## src/rtl/seq_det_pkg.sv

```systemverilog
// seq_det_pkg: shared state type, length clamp and reset-default configuration for seq_pattern_detector
package seq_det_pkg;
  typedef enum logic {FILL, RUN} state_e;
  localparam int DEF_MAX_LEN = 8;
  localparam logic [7:0] DEF_PATTERN = 8'h01;
  localparam int DEF_LEN = 2;
  localparam bit DEF_OVERLAP = 1'b1;
  localparam int DEF_MATCH_CNT_W = 8;
  function automatic int clamp_len(input int len, input int max_len);
    return len < 1 ? 1 : len > max_len ? max_len : len;
  endfunction
endpackage

```

## src/rtl/seq_det_cmp.sv

```systemverilog
// seq_det_cmp: masked equality of the low len bits of hist against pattern
module seq_det_cmp
  import seq_det_pkg::*;
#(
  parameter int MAX_LEN = DEF_MAX_LEN,
  parameter int LEN_W = 4
) (
  input  logic [MAX_LEN-1:0] hist,
  input  logic [MAX_LEN-1:0] pattern,
  input  logic [LEN_W-1:0]   len,
  output logic               eq
);
  logic [MAX_LEN-1:0] mask;
  assign mask = ~({MAX_LEN{1'b1}} << len);
  assign eq = ~|((hist ^ pattern) & mask);
endmodule

```

## src/rtl/seq_pattern_detector.sv

```systemverilog
// seq_pattern_detector: programmable serial pattern detector with registered one-cycle match pulse
// Optional saturating match counter enabled by defining SEQDET_COUNT_EN.
module seq_pattern_detector
  import seq_det_pkg::*;
#(
  parameter int MAX_LEN = DEF_MAX_LEN,
  parameter int LEN_W = 4,
  parameter logic [MAX_LEN-1:0] DEFAULT_PATTERN = MAX_LEN'(DEF_PATTERN),
  parameter int DEFAULT_LEN = DEF_LEN,
  parameter bit DEFAULT_OVERLAP = DEF_OVERLAP
`ifdef SEQDET_COUNT_EN
  , parameter int MATCH_CNT_W = DEF_MATCH_CNT_W
`endif
) (
  input  logic               clk,
  input  logic               reset,
  input  logic               en,
  input  logic               din,
  input  logic               cfg_load,
  input  logic [MAX_LEN-1:0] cfg_pattern,
  input  logic [LEN_W-1:0]   cfg_len,
  input  logic               cfg_overlap,
  output logic               y
`ifdef SEQDET_COUNT_EN
  , output logic [MATCH_CNT_W-1:0] match_count
`endif
);
  localparam logic [LEN_W-1:0] RST_LEN = LEN_W'(clamp_len(DEFAULT_LEN, MAX_LEN));
  logic [MAX_LEN-1:0] pat_q, pat_d, hist_q, hist_d, hist_n;
  logic [LEN_W-1:0] len_q, len_d, fill_q, fill_d, fill_n;
  logic ovl_q, ovl_d, y_q, y_d, eq, match;
  state_e state_q, state_d;
  assign hist_n = MAX_LEN'({hist_q, din});
  assign y = y_q;
  seq_det_cmp #(.MAX_LEN(MAX_LEN), .LEN_W(LEN_W)) u_cmp (
    .hist(hist_n), .pattern(pat_q), .len(len_q), .eq(eq)
  );
  // en gates every use of din so an undriven line cannot leak into state
  always_comb begin
    fill_n = (state_q == RUN) ? len_q : fill_q + LEN_W'(1);
    match = en && !cfg_load && (fill_n == len_q) && eq;
    pat_d = cfg_load ? cfg_pattern : pat_q;
    len_d = cfg_load ? LEN_W'(clamp_len(int'(cfg_len), MAX_LEN)) : len_q;
    ovl_d = cfg_load ? cfg_overlap : ovl_q;
    hist_d = cfg_load ? '0 : en ? hist_n : hist_q;
    fill_d = cfg_load ? '0 : !en ? fill_q : (match && !ovl_q) ? '0 : fill_n;
    state_d = (fill_d == len_d) ? RUN : FILL;
    y_d = match;
  end
`ifdef SEQDET_COUNT_EN
  logic [MATCH_CNT_W-1:0] cnt_q, cnt_d;
  assign match_count = cnt_q;
  always_comb cnt_d = cfg_load ? '0 : (match && !(&cnt_q)) ? cnt_q + MATCH_CNT_W'(1) : cnt_q;
  always_ff @(posedge clk or posedge reset)
    if (reset) cnt_q <= '0;
    else cnt_q <= cnt_d;
`endif
  always_ff @(posedge clk or posedge reset) begin
    if (reset) begin
      pat_q <= DEFAULT_PATTERN;
      len_q <= RST_LEN;
      ovl_q <= DEFAULT_OVERLAP;
      hist_q <= '0;
      fill_q <= '0;
      state_q <= FILL;
      y_q <= 1'b0;
    end else begin
      pat_q <= pat_d;
      len_q <= len_d;
      ovl_q <= ovl_d;
      hist_q <= hist_d;
      fill_q <= fill_d;
      state_q <= state_d;
      y_q <= y_d;
    end
  end
endmodule

```

## config.mk

```make
export PLATFORM = sky130hd
export DESIGN_NAME = seq_pattern_detector
export DESIGN_NICKNAME = d
export VERILOG_FILES = /design/src/rtl/seq_det_pkg.sv /design/src/rtl/seq_det_cmp.sv /design/src/rtl/seq_pattern_detector.sv
export SDC_FILE = /design/constraint.sdc
export NUM_CORES = 1
export LEC_CHECK = 0
export ABC_AREA = 1
export CORE_ASPECT_RATIO = 2
export CORE_MARGIN = 2
export CORE_UTILIZATION = 25
export CTS_BUF_LIST = sky130_fd_sc_hd__clkbuf_4
export CTS_CLUSTER_DIAMETER = 60
export DETAILED_ROUTE_END_ITERATION = 12
export MAX_ROUTING_LAYER = met4
export SYNTH_ARGS = -nofsm -noshare
export SYNTH_HDL_FRONTEND = slang
export SYNTH_SLANG_ARGS = --single-unit
```

## constraint.sdc

```tcl
create_clock -name clk -period 2.9 [get_ports clk]
set_input_delay 0.435 -clock clk [delete_from_list [all_inputs] [get_ports clk]]
set_output_delay 0.435 -clock clk [all_outputs]
set_load 0.01 [all_outputs]
```

==> flow_metrics.env, run 1 <==
export IMPL_crit_buf_inv=1
export IMPL_final_cells=283
export IMPL_antenna_cells=0
export IMPL_path_class="register to register"
export IMPL_cp_max_fo=5
export IMPL_period_share=0.665
export IMPL_ir_drop_v=0.000275
export IMPL_antenna_found_initial=0
export IMPL_yosys_area_top_type="dfrtp_1"
export IMPL_drv_slew=0
export IMPL_fin_nets=242
export IMPL_fin_crit_ps=1930
export IMPL_fill_cells=606
export IMPL_switching_share=0.312
export IMPL_p_leak_nw=0.843
export IMPL_die_x_um=57.6
export IMPL_combinationalPowerShare=0.227
export IMPL_area_growth_pct=19.9
export IMPL_ys_seq_area_frac=0.456
export IMPL_start_util=0.256
export IMPL_overflow=0
export IMPL_synthCells=201
export IMPL_holdBufCountCts=0
export IMPL_synth_seq_cells=26
export IMPL_drc_errors=0
export IMPL_synthTopCellsByArea="dfrtp_1 40%, nand2_1 20%, inv_1 7.1%, o21ai_0 5.6%, dfstp_2 5.5%"
export IMPL_setup_worst_path_end_class="register"
export IMPL_post_cts_buffers=0
export IMPL_seq_area_um2=654
export IMPL_required_ps=3130
export IMPL_die_y_um=111
export IMPL_power_frac_seq=0.556
export IMPL_cpPeakStageDelay_ps=470
export IMPL_grt_pass1_wl_um=5710
export IMPL_clkLatencyLatePin_ps=330
export IMPL_gp_congestion=0.794
export IMPL_setup_viol=0
export IMPL_multi_input_area_um2=658
export IMPL_vias=1297
export IMPL_yosys_area_top_type_share=0.401
export IMPL_wirelength_um=3140
export IMPL_synth_nets=220
export IMPL_rsz0062_at_grt="false"
export IMPL_clkPwrFrac=0.217
export IMPL_gr_usage_all_layers=0.110
export IMPL_grt_max_degree=27
export IMPL_post_cts_resized=0
export IMPL_max_freq_ghz=0.519
export IMPL_cts_tree="done"
export IMPL_viasPerCell=4.58
export IMPL_max_cap_violations=0
export IMPL_cts_root_buf="clkbuf_4"
export IMPL_ant_nets=0
export IMPL_crit_path_cell_trace="ha_1 > nand3b_1 > nand2_1 > nor2_1 > nand3_1 > nor2_2 > nand3_2 > nand2_2 > nand3_1 > nand2_1 > clkinv_1 > nand2_2 > nor2_2"
export IMPL_reg2reg_to="state_q"
export IMPL_p_switching_w=0.000233
export IMPL_port_buffers=18
export IMPL_hold_path_class="input pin to asynchronous set/reset pin"
export IMPL_cp_slowest_cell="dfrtp_1"
export IMPL_netlist_area_um2=1440
export IMPL_intPower_w=0.000513
export IMPL_rows=39
export IMPL_power_density_nw_per_um2=433
export IMPL_synth_cell_type_count=23
export IMPL_dieArea_um2=6400
export IMPL_yosysWarnings=0
export IMPL_grt_pass1_vias=1356
export IMPL_crit_family="simple AND/OR/NAND/NOR gates"
export IMPL_r2r_start="fill_q[0]"
export IMPL_final_cell_mix="75 x nand2_1, 27 x inv_1, 23 x dfrtp_1, 18 x clkdlybuf4s50_1, 16 x o21ai_0"
export IMPL_drive_gt1_frac=0.0856
export IMPL_placed_cells=279
export IMPL_reg2reg_slack_ps=970
export IMPL_cts_sinks=26
export IMPL_design_portCount=19
export IMPL_dr_pass1_iters=5
export IMPL_layout_commonest_cell="nand2_1"
export IMPL_hpwlAfterDp_um=2380
export IMPL_htreeDepth=1
export IMPL_r2r_cells=13
export IMPL_tns_ps=0
export IMPL_tightest_slew_ps=462
export IMPL_start_kind="register"
export IMPL_hold_viol_final=0
export IMPL_clk_path_buf_depth=2
export IMPL_drt_iter0_drc=41
export IMPL_fin_worst_skew_ps=11.3
export IMPL_status="finished, final reports clean"
export IMPL_slew_headroom=0.691
export IMPL_cts_made_buffers=3
export IMPL_syn_avg_cell_area_um2=7.15
export IMPL_coreArea_um2=5610
export IMPL_worst_endpoint_arrival_ps=2160
export IMPL_wl_per_cell_um=11.1
export IMPL_cts_reportedPaths_clkPinSlew_ps=150
## power groups by stage
stage / registers, W / clock network (W) / logic (W)
floorplan: 0.000414 / 0 / 0.000119
global placement: 0.000421 / 0 / 0.000169
detailed placement: 0.000421 / 0 / 0.000171
CTS: 0.000415 / 0.000171 / 0.000172
global route: 0.000418 / 0.000185 / 0.000199
finish: 0.000415 / 0.000162 / 0.000170
## routing by layer
layer	global-route usage	vias up	routed length, um
met5	-	-	0
met2	0.186	35	1470
met1	0.138	590	1480
met3	0.0128	5	151
li1	-	667	-
met4	0.0279	0	40
## worst max-delay path by stage
stage	from	endpoint	slack, ps	depth (start not counted)
2_1_floorplan	fill_q[0]	state_q	1240	13
3_3_place_gp	cfg_load	state_q	670	13
3_5_place_dp	cfg_load	state_q	690	13
4_1_cts	fill_q[0]	state_q	960	13
5_1_grt	fill_q[0]	state_q	770	13
6_report	fill_q[0]	state_q	970	13
## worst min-delay path, stage by stage
cell             delay, ps
clkdlybuf4s50_1        390
inv_1                   50
buf_4                  320
## registers in the layout, summed over array words and instances, names as in the netlist
| register | cells |
|---|---|
| len_q | 4 |
| pat_q | 8 |
| hist_q | 7 |
| y | 1 |
| state_q | 1 |
| fill_q | 4 |
| ovl_q | 1 |
## area by class of cell
type | instances | share of cell area
Clock buffer | 3 | 0.0131
Clock inverter | 1 | 0.00218
Inverter | 30 | 0.0654
Multi-Input combinational cell | 142 | 0.382
Sequential cell | 26 | 0.380
Tap cell | 61 | 0.0443
Timing Repair Buffer | 20 | 0.113
## synthesized netlist by cell type, drive strengths merged
master / number
o21ai: 16
ha: 1
a22oi: 1
nor2: 16
a211oi: 1
a21oi: 3
xnor2: 1
dfstp: 3
nand2: 79
dfrtp: 23
o21bai: 1
xor2: 1
clkinv: 1
clkbuf: 3
and2: 1
inv: 29
o22ai: 7
nand3b: 4
nand3: 10
## metrics by stage
| step | instance area (um2) | utilization | power (W) | worst slack (ps) | hold slack, ps |
|---|---|---|---|---|---|
| 2_1_floorplan | 1440 | - | 0.000533 | 1240 | 463 |
| 3_3_place_gp | 1700 | 0.302 | 0.000590 | 672 | 485 |
| 3_5_place_dp | 1700 | 0.302 | 0.000592 | 691 | 499 |
| 4_1_cts | 1720 | 0.307 | 0.000758 | 964 | 453 |
| 5_1_grt | 1720 | 0.307 | 0.000801 | 768 | 495 |
| 6_report | 1720 | 0.307 | 0.000746 | 972 | 443 |
## kinds of logic (layout without fill, tap and decap cells)
family,count (synthesis),count (layout),synth area share
AND/OR/NAND/NOR,110,110,0.325
flip-flops,26,26,0.456
AO/OA/AOI/OAI,29,29,0.112
XOR/XNOR,2,2,0.0122
adder cells (fa/ha/maj),1,1,0.00871
buffers and inverters,33,54,0.0862
No activity file was read; power rests on OpenSTA's default activity.
==> run 2: changes to the inputs <==
==> constraint.sdc (replaced) <==
create_clock -name clk -period 1.8 [get_ports clk]
set_input_delay 0.27 -clock clk [delete_from_list [all_inputs] [get_ports clk]]
set_output_delay 0.27 -clock clk [all_outputs]
set_load 0.01 [all_outputs]
==> run 2 against run 1 <==
The flow now finishes with violations (setup timing). Critical path type unchanged. Count of clock-buffer cells in the layout unchanged. Die area unchanged. Design area up 10%. Register-to-register slack worse by 1000 ps. Utilization up 3.1 points. Power up 89%. Fmax up 5.5%. Combinational power up 95%. First-iteration DRC count down 17%. Sequential power up 61%.
==> flow_metrics.env, run 2 (synthesis results as in run 1) <==
export IMPL_status="complete, but fails checks"
export IMPL_violations="setup timing"
export IMPL_antenna_found_initial=0
export IMPL_cts_reportedPaths_clkPinSlew_ps=150
export IMPL_rows=39
export IMPL_gr_usage_all_layers=0.112
export IMPL_fin_nets=259
export IMPL_place_ws_ps=-133
export IMPL_largest_registers="pat_q: 8 flops, hist_q: 7 flops"
export IMPL_clk_path_buf_depth=2
export IMPL_reg2reg_to="state_q"
export IMPL_htreeDepth=1
export IMPL_period_share=1.01
export IMPL_die_x_um=57.6
export IMPL_worst_endpoint_arrival_ps=2100
export IMPL_largest_register_ffs=8
export IMPL_fin_ws_ps=-26.9
export IMPL_p_leak_nw=0.941
export IMPL_cp_slowest_cell="dfrtp_1"
export IMPL_rsz0062_at_grt="true"
export IMPL_slew_headroom=0.740
export IMPL_drc_errors=0
export IMPL_port_buffers=18
export IMPL_coreArea_um2=5610
export IMPL_fin_worst_skew_ps=4.51
export IMPL_start_util=0.256
export IMPL_viasPerCell=4.46
export IMPL_ant_nets=0
export IMPL_overflow=0
export IMPL_reg2reg_slack_ps=-30
export IMPL_tightest_slew_ps=385
export IMPL_wl_per_cell_um=11.0
export IMPL_vias=1337
export IMPL_hpwlAfterDp_um=2470
export IMPL_setup_worst_path_end_class="register"
export IMPL_grt_pass1_wl_um=5670
export IMPL_setup_viol=1
export IMPL_drive_gt1_frac=0.176
export IMPL_power_density_nw_per_um2=743
export IMPL_drv_slew=0
export IMPL_ir_drop_v=0.000426
export IMPL_crit_path_cell_trace="ha_4 > nand3b_1 > nand2_1 > nor2_1 > nand3_1 > nor2_2 > nand3_2 > nand2_2 > nand2_2 > nand2_1 > nand2_1 > inv_2 > nand2_2 > nor2_2"
export IMPL_dieArea_um2=6400
export IMPL_hold_path_class="input pin to asynchronous set/reset pin"
export IMPL_path_class="register to register"
export IMPL_final_cell_mix="73 x nand2_1, 27 x inv_1, 22 x dfrtp_1, 19 x buf_4, 18 x clkdlybuf4s50_1"
export IMPL_hold_viol_final=0
export IMPL_clkLatencyLatePin_ps=320
export IMPL_regMostFlops="pat_q"
export IMPL_cts_sinks=26
export IMPL_design_portCount=19
export IMPL_holdBufCountCts=0
export IMPL_grt_max_degree=27
export IMPL_cts_tree="done"
export IMPL_cp_startpoint="fill_q[0]"
export IMPL_dr_pass1_iters=4
export IMPL_cpPeakStageDelay_ps=440
export IMPL_cp_max_fo=4
export IMPL_area_growth_pct=32.0
export IMPL_fin_crit_ps=1830
export IMPL_r2r_start="fill_q[0]"
export IMPL_drt_iter0_drc=34
export IMPL_r2r_cells=14
export IMPL_crit_end="state_q"
export IMPL_start_kind="register"
export IMPL_wirelength_um=3300
export IMPL_gp_congestion=0.942
export IMPL_max_freq_ghz=0.547
export IMPL_antenna_cells=0
export IMPL_grt_pass1_vias=1363
export IMPL_max_cap_violations=0
export IMPL_die_y_um=111
export IMPL_layout_commonest_cell="nand2_1"
export IMPL_power_w=0.00141
export IMPL_cts_made_buffers=3
export IMPL_cts_root_buf="clkbuf_4"
export IMPL_required_ps=2070
## run 2: changes by cell type in the layout (fill, tap and decap cells not counted), sizes merged
cell / delta
buf: +17
bufinv: +1
clkinv: -2
inv: +1
## run 2: final cells by class
class	instances	area, um2
Tap cell	61	76.3
Sequential cell	26	656
Fill cell	599	3720
Timing Repair Buffer	37	323
Inverter	30	113
Clock buffer	3	22.5
Clock inverter	1	30.0
Multi-Input combinational cell	142	676
## run 2: worst min path at each step
stage             start  cells past startpoint   endpoint  slack, ps
2_1_floorplan     reset                      1  fill_q[0]        310
3_3_place_gp   pat_q[6]                      2   pat_q[6]        490
3_5_place_dp   pat_q[6]                      2   pat_q[6]        490
4_1_cts           reset                      3   pat_q[3]        270
5_1_grt           reset                      3   pat_q[3]        340
6_report          reset                      3   pat_q[3]        280
## run 2: timing repair
item | 4_1_cts | 5_1_grt
pin swaps | 0 | 7
gates resized for setup | 1 | 4
setup endpoints to repair | 1 | 4
buffers inserted | 0 | 5
## run 2: where the power goes
group / total, W / internal, W / switching [W]
Combinational: 0.000331 / 0.000160 / 0.000172
Sequential: 0.000667 / 0.000629 / 0.0000382
Clock: 0.000410 / 0.000225 / 0.000184
Total: 0.00141 / 0.00101 / 0.000394
## run 2: worst max-delay path, delay by kind of cell, from the launching register on
family	cells	cell delay (ps)
DFF	1	440
and+or+nand+nor	12	990
adders and majority gates	1	290
buffers and inverters	1	50
## run 2: per-layer routing
layer / routed length [um] / GRT usage / up-vias / share of wire
met5: 0 / - / - / 0
met4: 36 / 0.0419 / 0 / 0.011
met3: 165 / 0.0152 / 4 / 0.050
met2: 1660 / 0.179 / 27 / 0.50
met1: 1450 / 0.140 / 607 / 0.44
li1: - / - / 699 / -
## run 2: metrics by stage
stage,hold WS (ps),std cells,TNS [ps],instance area (um2),utilization
after global routing,339,300,-312,1900,0.338
final,275,300,-26.9,1900,0.338
after CTS,270,295,-24.6,1850,0.330
after detailed placement,489,291,-203,1790,0.318
after global placement,487,291,-164,1790,0.318
after floorplan,308,201,0,1440,-
==> run 3: changes to the inputs <==
--- a/config.mk
+++ b/config.mk
@@ -6,6 +6,7 @@
 export NUM_CORES = 1
 export LEC_CHECK = 0
 export ABC_AREA = 1
+export CAP_MARGIN = 15
 export CORE_ASPECT_RATIO = 2
 export CORE_MARGIN = 2
 export CORE_UTILIZATION = 25
==> results of run 3 <==
Final layout, timing and power as in run 2 (identical DEF).
